--- config.mk ---
export PLATFORM = sky130hd
export DESIGN_NAME = point_referee
export DESIGN_NICKNAME = d
export VERILOG_FILES = /design/src/rtl/point_referee.sv
export SDC_FILE = /design/constraint.sdc
export NUM_CORES = 1
export LEC_CHECK = 0
export ABC_AREA = 1
export ABC_CLOCK_PERIOD_IN_PS = 1100
export BUFFER_PORTS_ARGS = -buffer_cell sky130_fd_sc_hd__clkbuf_2
export CAP_MARGIN = 20
export CORE_MARGIN = 8
export CORE_UTILIZATION = 49
export CTS_BUF_LIST = sky130_fd_sc_hd__clkbuf_2
export DETAILED_ROUTE_END_ITERATION = 8
export GPL_TIMING_DRIVEN = 0
export PLACE_DENSITY = 0.76
export SLEW_MARGIN = 30
export SYNTH_ARGS = -nofsm -noshare
export SYNTH_HDL_FRONTEND = slang
export SYNTH_SLANG_ARGS = --single-unit
--- constraint.sdc ---
create_clock -name clk -period 1.1 [get_ports clk]
set_input_delay 0.22 -clock clk [delete_from_list [all_inputs] [get_ports clk]]
set_output_delay 0.22 -clock clk [all_outputs]
set_load 0.02 [all_outputs]
--- src/rtl/point_referee.sv ---
// Point referee: watches ball position once per frame, awards points,
// sequences serve/play/point/match-over and gates the ball physics.
module point_referee #(
  parameter int X_W         = 10,
  parameter int LEFT_GOAL   = 0,
  parameter int RIGHT_GOAL  = 639,
  parameter int WIN_SCORE   = 7,
  parameter int SERVE_DELAY = 60
) (
  input  logic           clk,
  input  logic           rst,
  input  logic           frame_tick,
  input  logic [X_W-1:0] ball_x,
  input  logic           start_btn,
  output logic           Score_P1_update,
  output logic           Score_P2_update,
  output logic           ball_reset,
  output logic           ball_run,
  output logic           serve_dir,
  output logic [6:0]     p1_score,
  output logic [6:0]     p2_score,
  output logic           game_over,
  output logic           winner
);

  localparam int CNT_W = (SERVE_DELAY > 1) ? $clog2(SERVE_DELAY) : 1;
  localparam logic [CNT_W-1:0] DELAY_LAST = CNT_W'((SERVE_DELAY > 0) ? (SERVE_DELAY - 1) : 0);
  localparam logic             ZERO_DELAY = (SERVE_DELAY == 0) ? 1'b1 : 1'b0;
  localparam logic [X_W-1:0]   LEFT_X     = X_W'(LEFT_GOAL);
  localparam logic [X_W-1:0]   RIGHT_X    = X_W'(RIGHT_GOAL);
  localparam logic [6:0]       WIN_M1     = 7'(WIN_SCORE - 1);

  typedef enum logic [2:0] {
    S_IDLE       = 3'd0,
    S_SERVE_WAIT = 3'd1,
    S_PLAY       = 3'd2,
    S_POINT      = 3'd3,
    S_OVER       = 3'd4
  } state_t;

  state_t           r_state;
  state_t           w_next;
  logic             r_start_q;
  logic             r_scorer;      // 0 = P1 scored, 1 = P2 scored
  logic             r_launch;      // first SERVE_WAIT cycle after a start edge
  logic [CNT_W-1:0] r_cnt;
  logic [6:0]       r_p1;
  logic [6:0]       r_p2;
  logic             r_serve_dir;

  logic             w_start_edge;
  logic             w_goal_left;
  logic             w_goal_right;
  logic             w_delay_done;
  logic [6:0]       w_scorer_cnt;
  logic             w_win;

  function automatic logic [6:0] score_inc(input logic [6:0] s);
    score_inc = s + 7'd1;
  endfunction

  assign w_start_edge = start_btn & ~r_start_q;
  assign w_goal_left  = frame_tick & (ball_x <= LEFT_X);
  assign w_goal_right = frame_tick & (ball_x >= RIGHT_X);
  assign w_delay_done = ZERO_DELAY | (frame_tick & (r_cnt == DELAY_LAST));
  assign w_scorer_cnt = r_scorer ? r_p2 : r_p1;
  assign w_win        = (w_scorer_cnt == WIN_M1);

  // State register
  always_ff @(posedge clk) begin
    if (rst) begin
      r_state <= S_IDLE;
    end else begin
      r_state <= w_next;
    end
  end

  // Next-state decode
  always_comb begin
    w_next = r_state;
    case (r_state)
      S_IDLE: begin
        if (w_start_edge) w_next = S_SERVE_WAIT;
        else              w_next = S_IDLE;
      end
      S_SERVE_WAIT: begin
        if (w_delay_done) w_next = S_PLAY;
        else              w_next = S_SERVE_WAIT;
      end
      S_PLAY: begin
        if (w_goal_left || w_goal_right) w_next = S_POINT;
        else                             w_next = S_PLAY;
      end
      S_POINT: begin
        if (w_win) w_next = S_OVER;
        else       w_next = S_SERVE_WAIT;
      end
      S_OVER:  w_next = S_OVER;
      default: w_next = S_IDLE;
    endcase
  end

  // Start-edge history and serve-launch flag
  always_ff @(posedge clk) begin
    if (rst) begin
      r_start_q <= start_btn;
      r_launch  <= 1'b0;
    end else begin
      r_start_q <= start_btn;
      r_launch  <= (r_state == S_IDLE) && w_start_edge;
    end
  end

  // Serve delay counter: runs only in SERVE_WAIT, cleared everywhere else
  always_ff @(posedge clk) begin
    if (rst) begin
      r_cnt <= '0;
    end else if (r_state != S_SERVE_WAIT) begin
      r_cnt <= '0;
    end else if (frame_tick) begin
      r_cnt <= r_cnt + CNT_W'(1);
    end else begin
      r_cnt <= r_cnt;
    end
  end

  // Scorer flag: left goal has priority if both goal conditions hold
  always_ff @(posedge clk) begin
    if (rst) begin
      r_scorer <= 1'b0;
    end else if ((r_state == S_PLAY) && w_goal_left) begin
      r_scorer <= 1'b1;
    end else if ((r_state == S_PLAY) && w_goal_right) begin
      r_scorer <= 1'b0;
    end else begin
      r_scorer <= r_scorer;
    end
  end

  // Scores and serve direction commit at the end of the POINT cycle
  always_ff @(posedge clk) begin
    if (rst) begin
      r_p1        <= 7'd0;
      r_p2        <= 7'd0;
      r_serve_dir <= 1'b1;
    end else if (r_state == S_POINT) begin
      r_serve_dir <= ~r_scorer;
      if (r_scorer) begin
        r_p1 <= r_p1;
        r_p2 <= score_inc(r_p2);
      end else begin
        r_p1 <= score_inc(r_p1);
        r_p2 <= r_p2;
      end
    end else begin
      r_p1        <= r_p1;
      r_p2        <= r_p2;
      r_serve_dir <= r_serve_dir;
    end
  end

  // Moore output decode from registered state and flags
  always_comb begin
    Score_P1_update = 1'b0;
    Score_P2_update = 1'b0;
    ball_reset      = r_launch;
    ball_run        = 1'b0;
    game_over       = 1'b0;
    winner          = 1'b0;
    case (r_state)
      S_PLAY: ball_run = 1'b1;
      S_POINT: begin
        ball_reset      = 1'b1;
        Score_P1_update = ~r_scorer;
        Score_P2_update = r_scorer;
      end
      S_OVER: begin
        game_over = 1'b1;
        winner    = r_scorer;
      end
      default: ball_run = 1'b0;
    endcase
  end

  assign serve_dir = r_serve_dir;
  assign p1_score  = r_p1;
  assign p2_score  = r_p2;

endmodule

==> summary.md, run 1 <==
| Metric | Value |
|---|---|
| Setup tns final | -7.43 ns |
| Area Growth Syn to Fin | 66.1% |
| Die height | 69.3 um |
| Arrival @ worst endpoint | 1.32 ns |
| Seq cells post-synth | 27 |
| GRT Max-Usage Layer | met2 |
| Crit-path cells | nand2_4, nor2_4, or2_4, buf_8 |
| Largest net degree at the start of global routing | 17 |
| Fin crit share | 1.40 |
| Register area | 592 um2 |
| Cell with the most instances after synthesis | nand2_1 |
| Antenna fix cells | 0 |
| Setup CP Type | reg -> out |
| Starting Density | 0.508 |
| Crit-path max FO | 5 |
| Met3 usage | 0.0315 |
| Max cap viols | 0 |
| Routed vias | 1631 |
| Final instance area | 0.00231 mm2 |
| Slowest stage cell, crit path | dfxtp_4 |
| Initial DRC Count | 85 |
| Final Hold Vio Count | 0 |
| Row count | 19 |
| Boundary Pins | 35 |
| Post-synth ARST share | 0 |
| DR vias/cell | 5.21 |
| Total grt overflow | 0 |
| Least-Margin Pin Slew | 0.566 ns |
| Cell taking the most area after synthesis | dfxtp_1 |
| Slowest stage delay, CP | 0.46 ns |
| Max Slew Vio Count | 0 |
| Die area | 0.00480 mm2 |
| Avg WL per Cell | 15.7 um |
| Crit path buf inv count | 1 |
| Total GRT Usage | 0.162 |
| Final setup fails | 44 |
| Final worst slack | -0.444 ns |
| Failing checks | setup timing |
| RSZ-0062 raised after global routing | true |
| Vias in the first global route | 1533 |
| Hold Crit Class | in -> reg |
| Post-Syn Area per Cell | 6.59 um2 |
| Initial antenna violation count | 0 |
| Post-Route WL | 4910 um |
| Port Buffers | 34 |
| Status | finished with violations |
| Post-DP Area | 0.00162 mm2 |
| EDFF count, synth | 0 |
| Power per Cell Area | 656 mW/mm2 |
| CTS tree | built |
| M1 GR Usage | 0.168 |
| Final net count | 300 |
| Post-Synthesis Cells | 211 |
| Worst Skew | 0.0184 ns |
| Drt first pass iters | 4 |
| Multi-input logic area | 857 um2 |
| Synth top cells by count | nand2_1 (58), nor2_1 (39), inv_1 (30) |
| Power, Total | 1510 uW |
| HPWL Detailed | 2380 um |
| Share of layout cells above drive strength 1 | 0.486 |
| Fmax | 648 MHz |
| Synth top area cells | dfxtp_1 (39%), nand2_1 (16%), nor2_1 (11%) |
| Worst Path Required | 0.88 ns |
| Synth cell types | 25 |
| CP delay by family, top | flip-flops |
| Core area | 0.00273 mm2 |
| CP endpoint kind | primary output |
| Final Critical Period | 1.54 ns |
| Post-Synthesis Cell Area | 0.00139 mm2 |
| Longest Clk Path Bufs | 2 |
| Seq/Total Area, Yosys | 0.389 |
| Mapped Nets | 228 |
| Clock sink count | 27 |
| Die W | 69.3 um |
| Pleak | 0.00106 uW |
| Reg clk slew, reported paths | 0.29 ns |
| Global-route wire length before repair | 6690 um |
| Clk root buf | clkbuf_2 |
| Routability cong. | 0.793 |
| Critical Path Source Type | flop |
| Slew margin rel. | 0.622 |
| Peak supply drop | 0.928 mV |
| Ys flop type | dfxtp_1 |
| FILL cells | 155 |
| Area fraction of the dominant cell type after synthesis | 0.389 |
| Drt drc | 0 |
| Clk_lat worst skew | 0.39 ns |
| CTS Buf Count | 3 |
| M2 GR Usage | 0.308 |
| Post-DRT Antenna Nets | 0 |
| Htree depth | 1 |
| Synth warn | 0 |
power by group:
group / leakage [uW] / total, uW / switching, uW / internal (uW)
Combinational: 0.000818 / 124 / 69.1 / 54.9
Sequential: 0.000231 / 975 / 8.84 / 966
Clock: 0.0000126 / 416 / 332 / 84.1
Total: 0.00106 / 1510 / 410 / 1100
cells in the final DEF (no fill, tap or decap), drive strengths merged, types with 5 or more instances in the layout:
cell type	instances
o21ai	7
a21oi	13
clkbuf	18
nand3	10
inv	32
nand2	60
buf	52
nor3	5
nor2	42
dfxtp	27
per-layer routing:
metal / vias up / share of wire / routed length, um
met5: - / 0 / 0
met4: 0 / 0.023 / 112
met3: 10 / 0.048 / 235
met2: 46 / 0.56 / 2730
met1: 776 / 0.37 / 1830
li1: 799 / - / -
state kept, by name, summed over array words and instances, names as in the netlist:
register and cells:
r_state 3, r_start_q 1, r_scorer 1, p1_score 7, r_cnt 6, p2_score 7, r_launch 1, serve_dir 1
layout make-up:
class / instances / share of cell area
plain buffers: 1 / 0.00163
clock buffers: 3 / 0.00650
clock inverters: 1 / 0.00325
inverters: 32 / 0.0585
multi-input cells: 151 / 0.371
flip-flops and latches: 27 / 0.256
well taps: 31 / 0.0168
repair buffers: 67 / 0.286
kinds of logic after synthesis:
group	count (synthesis)	share of synthesized area
AO/OA/AOI/OAI	23	0.0882
adder cells (fa/ha/maj)	3	0.0270
buffers and inverters	33	0.0891
XOR/XNOR	3	0.0189
flip-flops	27	0.389
AND/OR/NAND/NOR	122	0.388
worst paths after layout:
path                            startpoint          to  slack (ns)  cells after the start
worst max-delay path            r_state[1]  ball_reset       -0.44                      4
worst max register to register  r_state[0]  r_state[1]       -0.36                      9
worst min-delay path                   rst   serve_dir        0.05                      3
worst min register to register   serve_dir   serve_dir        0.52                      2
tightest hold or removal path, delay by kind of cell:
family / cells / cell delay [ns]
and+or+nand+nor: 1 / 0.05
buffers and inverters: 1 / 0.11
AOI/OAI and AO/OA: 1 / 0.04
metrics by stage:
stage / std cells / worst slack [ns] / util / hold WS (ns)
floorplan: 211 / -0.0404 / - / 0.248
global placement: 276 / -0.0879 / 0.591 / 0.350
finish: 313 / -0.444 / 0.844 / 0.0465
global route: 313 / -0.477 / 0.844 / 0.0435
CTS: 309 / -0.438 / 0.784 / 0.0245
detailed placement: 276 / -0.0919 / 0.591 / 0.352
repair_timing:
item                                    CTS  global route
pin swaps                                12             9
hold buffers                              1             0
setup buffers                            28             7
endpoints found under the hold margin     1             0
resized for setup                        90            60
endpoints found under the setup margin   41            46
Note: power is estimated with default switching activity, not from simulation.
==> inputs of run 2 (changes only) <==
- ABC_AREA: 1 -> 0
- CORE_UTILIZATION: 49 -> 48
- REMOVE_ABC_BUFFERS: not set -> 1
==> summary.md, run 2 <==
| Metric | Value |
|---|---|
| Status | finished with violations |
| Failing checks | setup timing |
| Largest family of logic cells by synthesized area | simple AND/OR/NAND/NOR gates |
| Hold Path Cell Cnt | 3 (unchanged) |
| Initial antenna violation count | 0 (unchanged) |
| Reg power frac | 0.639 (-0.004) |
| Placed Cells incl. Taps | 198 (-28%) |
| Arrival @ worst endpoint | 1.97 ns (+0.65 ns) |
| Synth Area in Compound Gates | 0.0699 (-0.0183) |
| Die height | 67.5 um (-2.6%) |
| Post-Route WL | 4570 um (-6.8%) |
| Drt drc | 0 (unchanged) |
| Die W | 67.5 um (-2.6%) |
| Fin crit share | 1.48 (+0.0730) |
| Longest Clk Path Bufs | 2 (unchanged) |
| Row count | 18 (-1) |
| Final worst slack | -0.524 ns (-0.0803 ns) |
| Post-DRT Antenna Nets | 0 (unchanged) |
| Setup tns final | -8.73 ns (-1.30 ns) |
| Cell with the most instances after synthesis | dfxtp_1 |
| Final Critical Period | 1.62 ns (+0.0803 ns) |
| Peak supply drop | 0.732 mV (-21%) |
| Final setup fails | 40 (-9.1%) |
| Slowest stage cell, crit path | or4_4 |
| Clk_lat worst skew | 0.37 ns (-0.02 ns) |
| Synth Area in Adders | 0.0295 (+0.00252) |
| EDFF count, synth | 0 (unchanged) |
| Sw frac | 0.252 (-0.0182) |
| HPWL Detailed | 2090 um (-12%) |
| Post-Synthesis Cell Area | 0.00127 mm2 (-8.6%) |
| Commonest non-fill, non-tap cell in the layout | buf_4 |
| Hold Crit Class | in -> reg |
| Total GRT Usage | 0.178 (+0.0159) |
| Least-Margin Pin Slew | 0.419 ns (-0.148 ns) |
| Critical Path Source Type | flop |
| Power per Cell Area | 694 mW/mm2 (+5.7%) |
| Routed vias | 1388 (-15%) |
| Fmax | 616 MHz (-4.9%) |
| Avg WL per Cell | 19.2 um (+23%) |
| Die area | 0.00455 mm2 (-5.1%) |
| Routability cong. | 0.787 (-0.72%) |
| Port Buffers | 34 (unchanged) |
| Core area | 0.00250 mm2 (-8.6%) |
| Htree depth | 1 (unchanged) |
| Slew margin rel. | 0.721 (+0.0984) |
| Worst Path Required | 1.45 ns (+0.57 ns) |
| Final Hold Vio Count | 0 (unchanged) |
| Comb power frac | 0.091 (+0.009) |
| Post-synthesis mux area share | 0.0236 (+0.0236) |
| Cell taking the most area after synthesis | dfxtp_1 |
| Synth Area in XOR/XNOR | 0.110 (+0.0913) |
| Pleak | 0.000925 uW (-13%) |
| CP endpoint kind | flop |
| Area fraction of the dominant cell type after synthesis | 0.425 (+0.0364) |
| Setup CP Type | reg -> reg |
| RSZ-0062 raised after global routing | true |
| CTS tree | built |
| DR vias/cell | 5.83 (+12%) |
| Worst Skew | 0.0119 ns (-0.00646 ns) |
| Pint | 1130 uW (+1.9%) |
| Total grt overflow | 0 (unchanged) |
| Post-Synthesis Cells | 141 (-33%) |
| Clock sink count | 27 (unchanged) |
| Boundary Pins | 35 (unchanged) |
| Area Growth Syn to Fin | 70.9% |
| Synth Area in Simple Gates | 0.299 (-0.0887) |
| Slowest stage delay, CP | 0.52 ns (+0.06 ns) |
| Seq/Total Area, Yosys | 0.425 (+0.0364) |
| Share of layout cells above drive strength 1 | 0.615 (+0.130) |
| Worst hold start | frame_tick |
| Synth top area cells | dfxtp_1 (43%), xor2_1 (9.0%), nor2_1 (7.1%) |
| Max cap viols | 0 (unchanged) |
| Reg-to-Reg End | r_state[2] |
| Synth top cells by count | dfxtp_1 (27), nor2_1 (24), xor2_1 (13) |
| Vias in the first global route | 1356 (-12%) |
| GRT Max-Usage Layer | met2 |
| Post-Syn Area per Cell | 9.02 um2 (+37%) |
| Reg clk slew, reported paths | 0.27 ns (-0.02 ns) |
| CTS Buf Count | 3 (unchanged) |
| R2R depth | 4 (-5) |
| M2 GR Usage | 0.317 (+0.00876) |
| Post-synth ARST share | 0 (unchanged) |
| Ys flop type | dfxtp_1 |
| Clk root buf | clkbuf_2 |
| Drt first pass iters | 5 (+1) |
| Clock Power Share | 0.270 (-0.005) |
| Hold EP | r_cnt[0] |
| Seq cells post-synth | 27 (unchanged) |
| Psw | 380 uW (-7.3%) |
| Crit-path cells | or4_4, or4_4, a21oi_2, o21ba_2 |
| Antenna fix cells | 0 (unchanged) |
| Reg2reg setup slack | -0.52 ns (-0.16 ns) |
| Most frequent cells in the layout | buf_4 (25), nor2_1 (22), clkbuf_2 (17) |
| Global-route wire length before repair | 6340 um (-5.3%) |
| Starting Density | 0.509 (about the same) |
| Synth warn | 0 (unchanged) |
| Met3 usage | 0.0281 (-0.00333) |
| Worst R2R Start | p2_score[0] |
| Most used cell along the critical path | or4_4 |
| Initial DRC Count | 69 (-19%) |
| Largest net degree at the start of global routing | 20 (+3) |
| Max Slew Vio Count | 0 (unchanged) |
| Non-Filler Instances | 238 (-24%) |
| Synth cell types | 38 (+52%) |
| Crit-path max FO | 2 (-3) |
| M1 GR Usage | 0.200 (+0.0318) |
| Final net count | 226 (-25%) |
-- run 2: changes by cell type in the layout (fill, tap and decap cells not counted), sizes merged, moves of 6 or more --
cell / previous run / this run
inv: 32 / 2
nand3: 10 / 3
nand4: 1 / 9
xor2: 3 / 13
and3: 0 / 6
a21oi: 13 / 2
nor2: 42 / 24
nand2: 60 / 9
-- run 2: logic make-up after synthesis --
| family | count (synthesis) |
|---|---|
| xor+xnor | 16 |
| flops | 27 |
| compound gates | 12 |
| buf+inv | 9 |
| simple gates | 71 |
| fa+ha+maj | 3 |
| mux | 3 |
-- run 2: power groups by stage --
stage / sequential, uW / clock [uW] / combinational, uW
finish: 962 / 407 / 137
detailed placement: 1010 / 0 / 79.7
global route: 965 / 466 / 146
floorplan: 1010 / 0 / 32.2
global placement: 1010 / 0 / 76.7
CTS: 970 / 381 / 111
-- run 2: per-layer routing --
metal	vias to the layer above	share of wire
li1	632	-
met3	21	0.058
met5	-	0
met1	660	0.38
met4	0	0.042
met2	75	0.52
-- run 2: worst max-delay path by stage --
stage | startpoint | endpoint | slack, ns | cells past startpoint
after floorplan | r_state[0] | p1_score[5] | -1.30 | 4
after global placement | r_state[0] | p1_score[5] | -1.11 | 4
after detailed placement | r_state[0] | p1_score[6] | -0.74 | 4
after CTS | p2_score[3] | r_state[2] | -0.50 | 4
after global routing | r_state[0] | Score_P1_update | -0.56 | 2
final | p2_score[0] | r_state[2] | -0.52 | 4
-- run 2: what timing repair did --
item / 4_1_cts / 5_1_grt
gates cloned: 0 / 0
endpoints found under the hold margin: 1 / 0
endpoints found under the setup margin: 40 / 46
gates resized for setup: 94 / 50
pin swaps: 13 / 15
hold buffers: 1 / 0
setup buffers: 27 / 13
-- run 2: worst max-delay path: cells and delay by family (launching register included) --
family,cells,cell delay (ns)
and+or+nand+nor,2,0.96
AOI/OAI and AO/OA,2,0.25
DFF,1,0.39
-- run 2: through the flow --
step                total power [uW]  utilization  hold slack (ns)  cell area (um2)  setup slack, ns
CTS                             1460        0.789            0.189             1970           -0.504
global route                    1580        0.869            0.160             2170           -0.560
global placement                1090        0.573            0.334             1430            -1.11
floorplan                       1040            -            0.248             1220            -1.30
detailed placement              1090        0.576            0.337             1440           -0.740
finish                          1510        0.869            0.173             2170           -0.524
-- run 2: cell type report --
cell class / count / area (um2)
flip-flops and latches: 27 / 606
well taps: 30 / 37.5
fillers: 111 / 328
inverters: 2 / 10.0
multi-input cells: 105 / 818
repair buffers: 70 / 681
clock buffers: 4 / 20.0
==> inputs of run 3 (changes only) <==
- BUFFER_PORTS_ARGS: -buffer_cell sky130_fd_sc_hd__clkbuf_2 -> not set
- CORE_UTILIZATION: 48 -> 58
- DONT_BUFFER_PORTS: not set -> 1
- PLACE_DENSITY: 0.76 -> 0.75
==> summary.md, run 3 (synthesis gave the netlist of run 2 again) <==
| Metric | Value |
|---|---|
| Critical Path Source Type | flop |
| Least-Margin Pin Slew | 0.580 ns (+0.162 ns) |
| Final setup fails | 25 (-38%) |
| Die W | 62.8 um (-6.9%) |
| Post-layout util | 0.692 (-0.177) |
| Clock sink count | 27 (unchanged) |
| Vias in the first global route | 1027 (-24%) |
| Total GRT Usage | 0.133 (-0.0447) |
| Peak supply drop | 0.920 mV (+26%) |
| Status | finished with violations |
| Drt drc | 0 (unchanged) |
| Fin crit share | 1.56 (+0.0793) |
| Max Slew Vio Count | 0 (unchanged) |
| Post-DRT Antenna Nets | 0 (unchanged) |
| Pre-CTS WS | -0.636 ns (+0.104 ns) |
| Initial antenna violation count | 0 (unchanged) |
| Reg-to-Reg End | r_state[2] |
| Worst Skew | 0.00650 ns (-0.00541 ns) |
| Boundary Pins | 35 (unchanged) |
| Global-route wire length before repair | 4500 um (-29%) |
| Reg2reg setup slack | -0.61 ns (-0.09 ns) |
| Routability cong. | 0.761 (-3.4%) |
| DR vias/cell | 5.90 (+1.1%) |
| CTS Buf Count | 3 (unchanged) |
| Total grt overflow | 0 (unchanged) |
| Antenna fix cells | 0 (unchanged) |
| Commonest non-fill, non-tap cell in the layout | nor2_1 |
| Hold Crit Class | in -> reg |
| Avg WL per Cell | 16.0 um (-17%) |
| Longest Clk Path Bufs | 2 (unchanged) |
| FILL cells | 165 (+49%) |
| Worst R2R Start | p2_score[0] |
| R2R depth | 4 (unchanged) |
| Power, Total | 1410 uW (-6.1%) |
| Most frequent cells in the layout | nor2_1 (24), dfxtp_2 (16), xor2_1 (12) |
| Core area | 0.00215 mm2 (-14%) |
| Largest net degree at the start of global routing | 17 (-15%) |
| Initial DRC Count | 31 (-55%) |
| Routed vias | 1032 (-26%) |
| RSZ-0062 raised after global routing | true |
| Crit-path max FO | 5 (+3) |
| Post-Route WL | 2790 um (-39%) |
| Die area | 0.00395 mm2 (-13%) |
| Final Critical Period | 1.71 ns (+0.0872 ns) |
| Drt first pass iters | 4 (-1) |
| Slew margin rel. | 0.612 (-0.109) |
| Arrival @ worst endpoint | 2.01 ns (+0.04 ns) |
| HPWL Detailed | 1950 um (-6.8%) |
| Area Growth Syn to Fin | 16.9% |
| Crit path to | r_state[2] |
| Fmax | 584 MHz (-5.1%) |
| Pleak | 0.000549 uW (-41%) |
| Worst Path Required | 1.40 ns (-0.05 ns) |
| Critical path launch point | p2_score[0] |
| Failing checks | setup timing |
| Post-DP Area | 0.00128 mm2 (-11%) |
| Reg clk slew, reported paths | 0.24 ns (-0.03 ns) |
| Starting Density | 0.592 (+0.0832) |
| Power per Cell Area | 952 mW/mm2 (+37%) |
| Final net count | 165 (-27%) |
| Clk_lat worst skew | 0.34 ns (-0.03 ns) |
| Die height | 62.8 um (-6.9%) |
| Share of layout cells above drive strength 1 | 0.340 (-0.275) |
| Final instance area | 0.00149 mm2 (-32%) |
| Clk root buf | clkbuf_2 |
| Max cap viols | 0 (unchanged) |
| Port Buffers | 0 (-100%) |
| Row count | 17 (-1) |
| CTS tree | built |
| Final worst slack | -0.612 ns (-0.0872 ns) |
| Htree depth | 1 (unchanged) |
| CP endpoint kind | flop |
| Setup CP Type | reg -> reg |
| Final Hold Vio Count | 0 (unchanged) |
| Setup tns final | -6.90 ns (+1.83 ns) |
## run 3: area by class of cell
class / count / area, um2 / share of cell area
inverter: 2 / 7.51 / 0.00505
sequential: 27 / 591 / 0.397
tap: 28 / 35.0 / 0.0236
multi-input combinational: 105 / 748 / 0.503
clock buffer: 4 / 20.0 / 0.0135
timing repair buffer: 9 / 85.1 / 0.0572
## run 3: how the worst min path moves through the flow
stage / depth (start not counted) / endpoint / start / slack [ns]
final: 2 / r_cnt[1] / frame_tick / 0.06
after global routing: 2 / r_cnt[1] / frame_tick / 0.04
after CTS: 1 / r_state[2] / rst / 0.004
after detailed placement: 0 / r_start_q / start_btn / 0.25
after global placement: 0 / r_start_q / start_btn / 0.25
after floorplan: 0 / r_start_q / start_btn / 0.25
## run 3: metrics by stage
stage	hold slack [ns]	cells
after floorplan	0.248	134
final	0.0561	175
after global placement	0.248	162
after global routing	0.0389	175
after detailed placement	0.248	163
after CTS	0.00391	170
## run 3: report_power, final
group          internal, uW  leakage [uW]  switching [uW]
Sequential              969      0.000232            5.28
Combinational          36.2      0.000301            34.7
Clock                  96.0     0.0000166             273
## run 3: per-layer routing
metal	up-vias	GRT usage	wire, um
li1	511	-	-
met1	483	0.144	1150
met2	34	0.232	1400
met3	4	0.0466	204
met4	0	0.0513	38
met5	-	0	0
## run 3: worst max-delay path, cell delays in order (launching register included)
cell and delay (ns):
dfxtp_4 0.44, or4_4 0.53, or4_4 0.44, a21oi_2 0.14, o21ba_2 0.12
## run 3: repair_timing
action	in CTS	in global routing
setup buffers	0	4
endpoints found under the hold margin	18	2
endpoints found under the setup margin	45	38
hold buffers	3	1
resized for setup	26	23
pin swaps	1	6
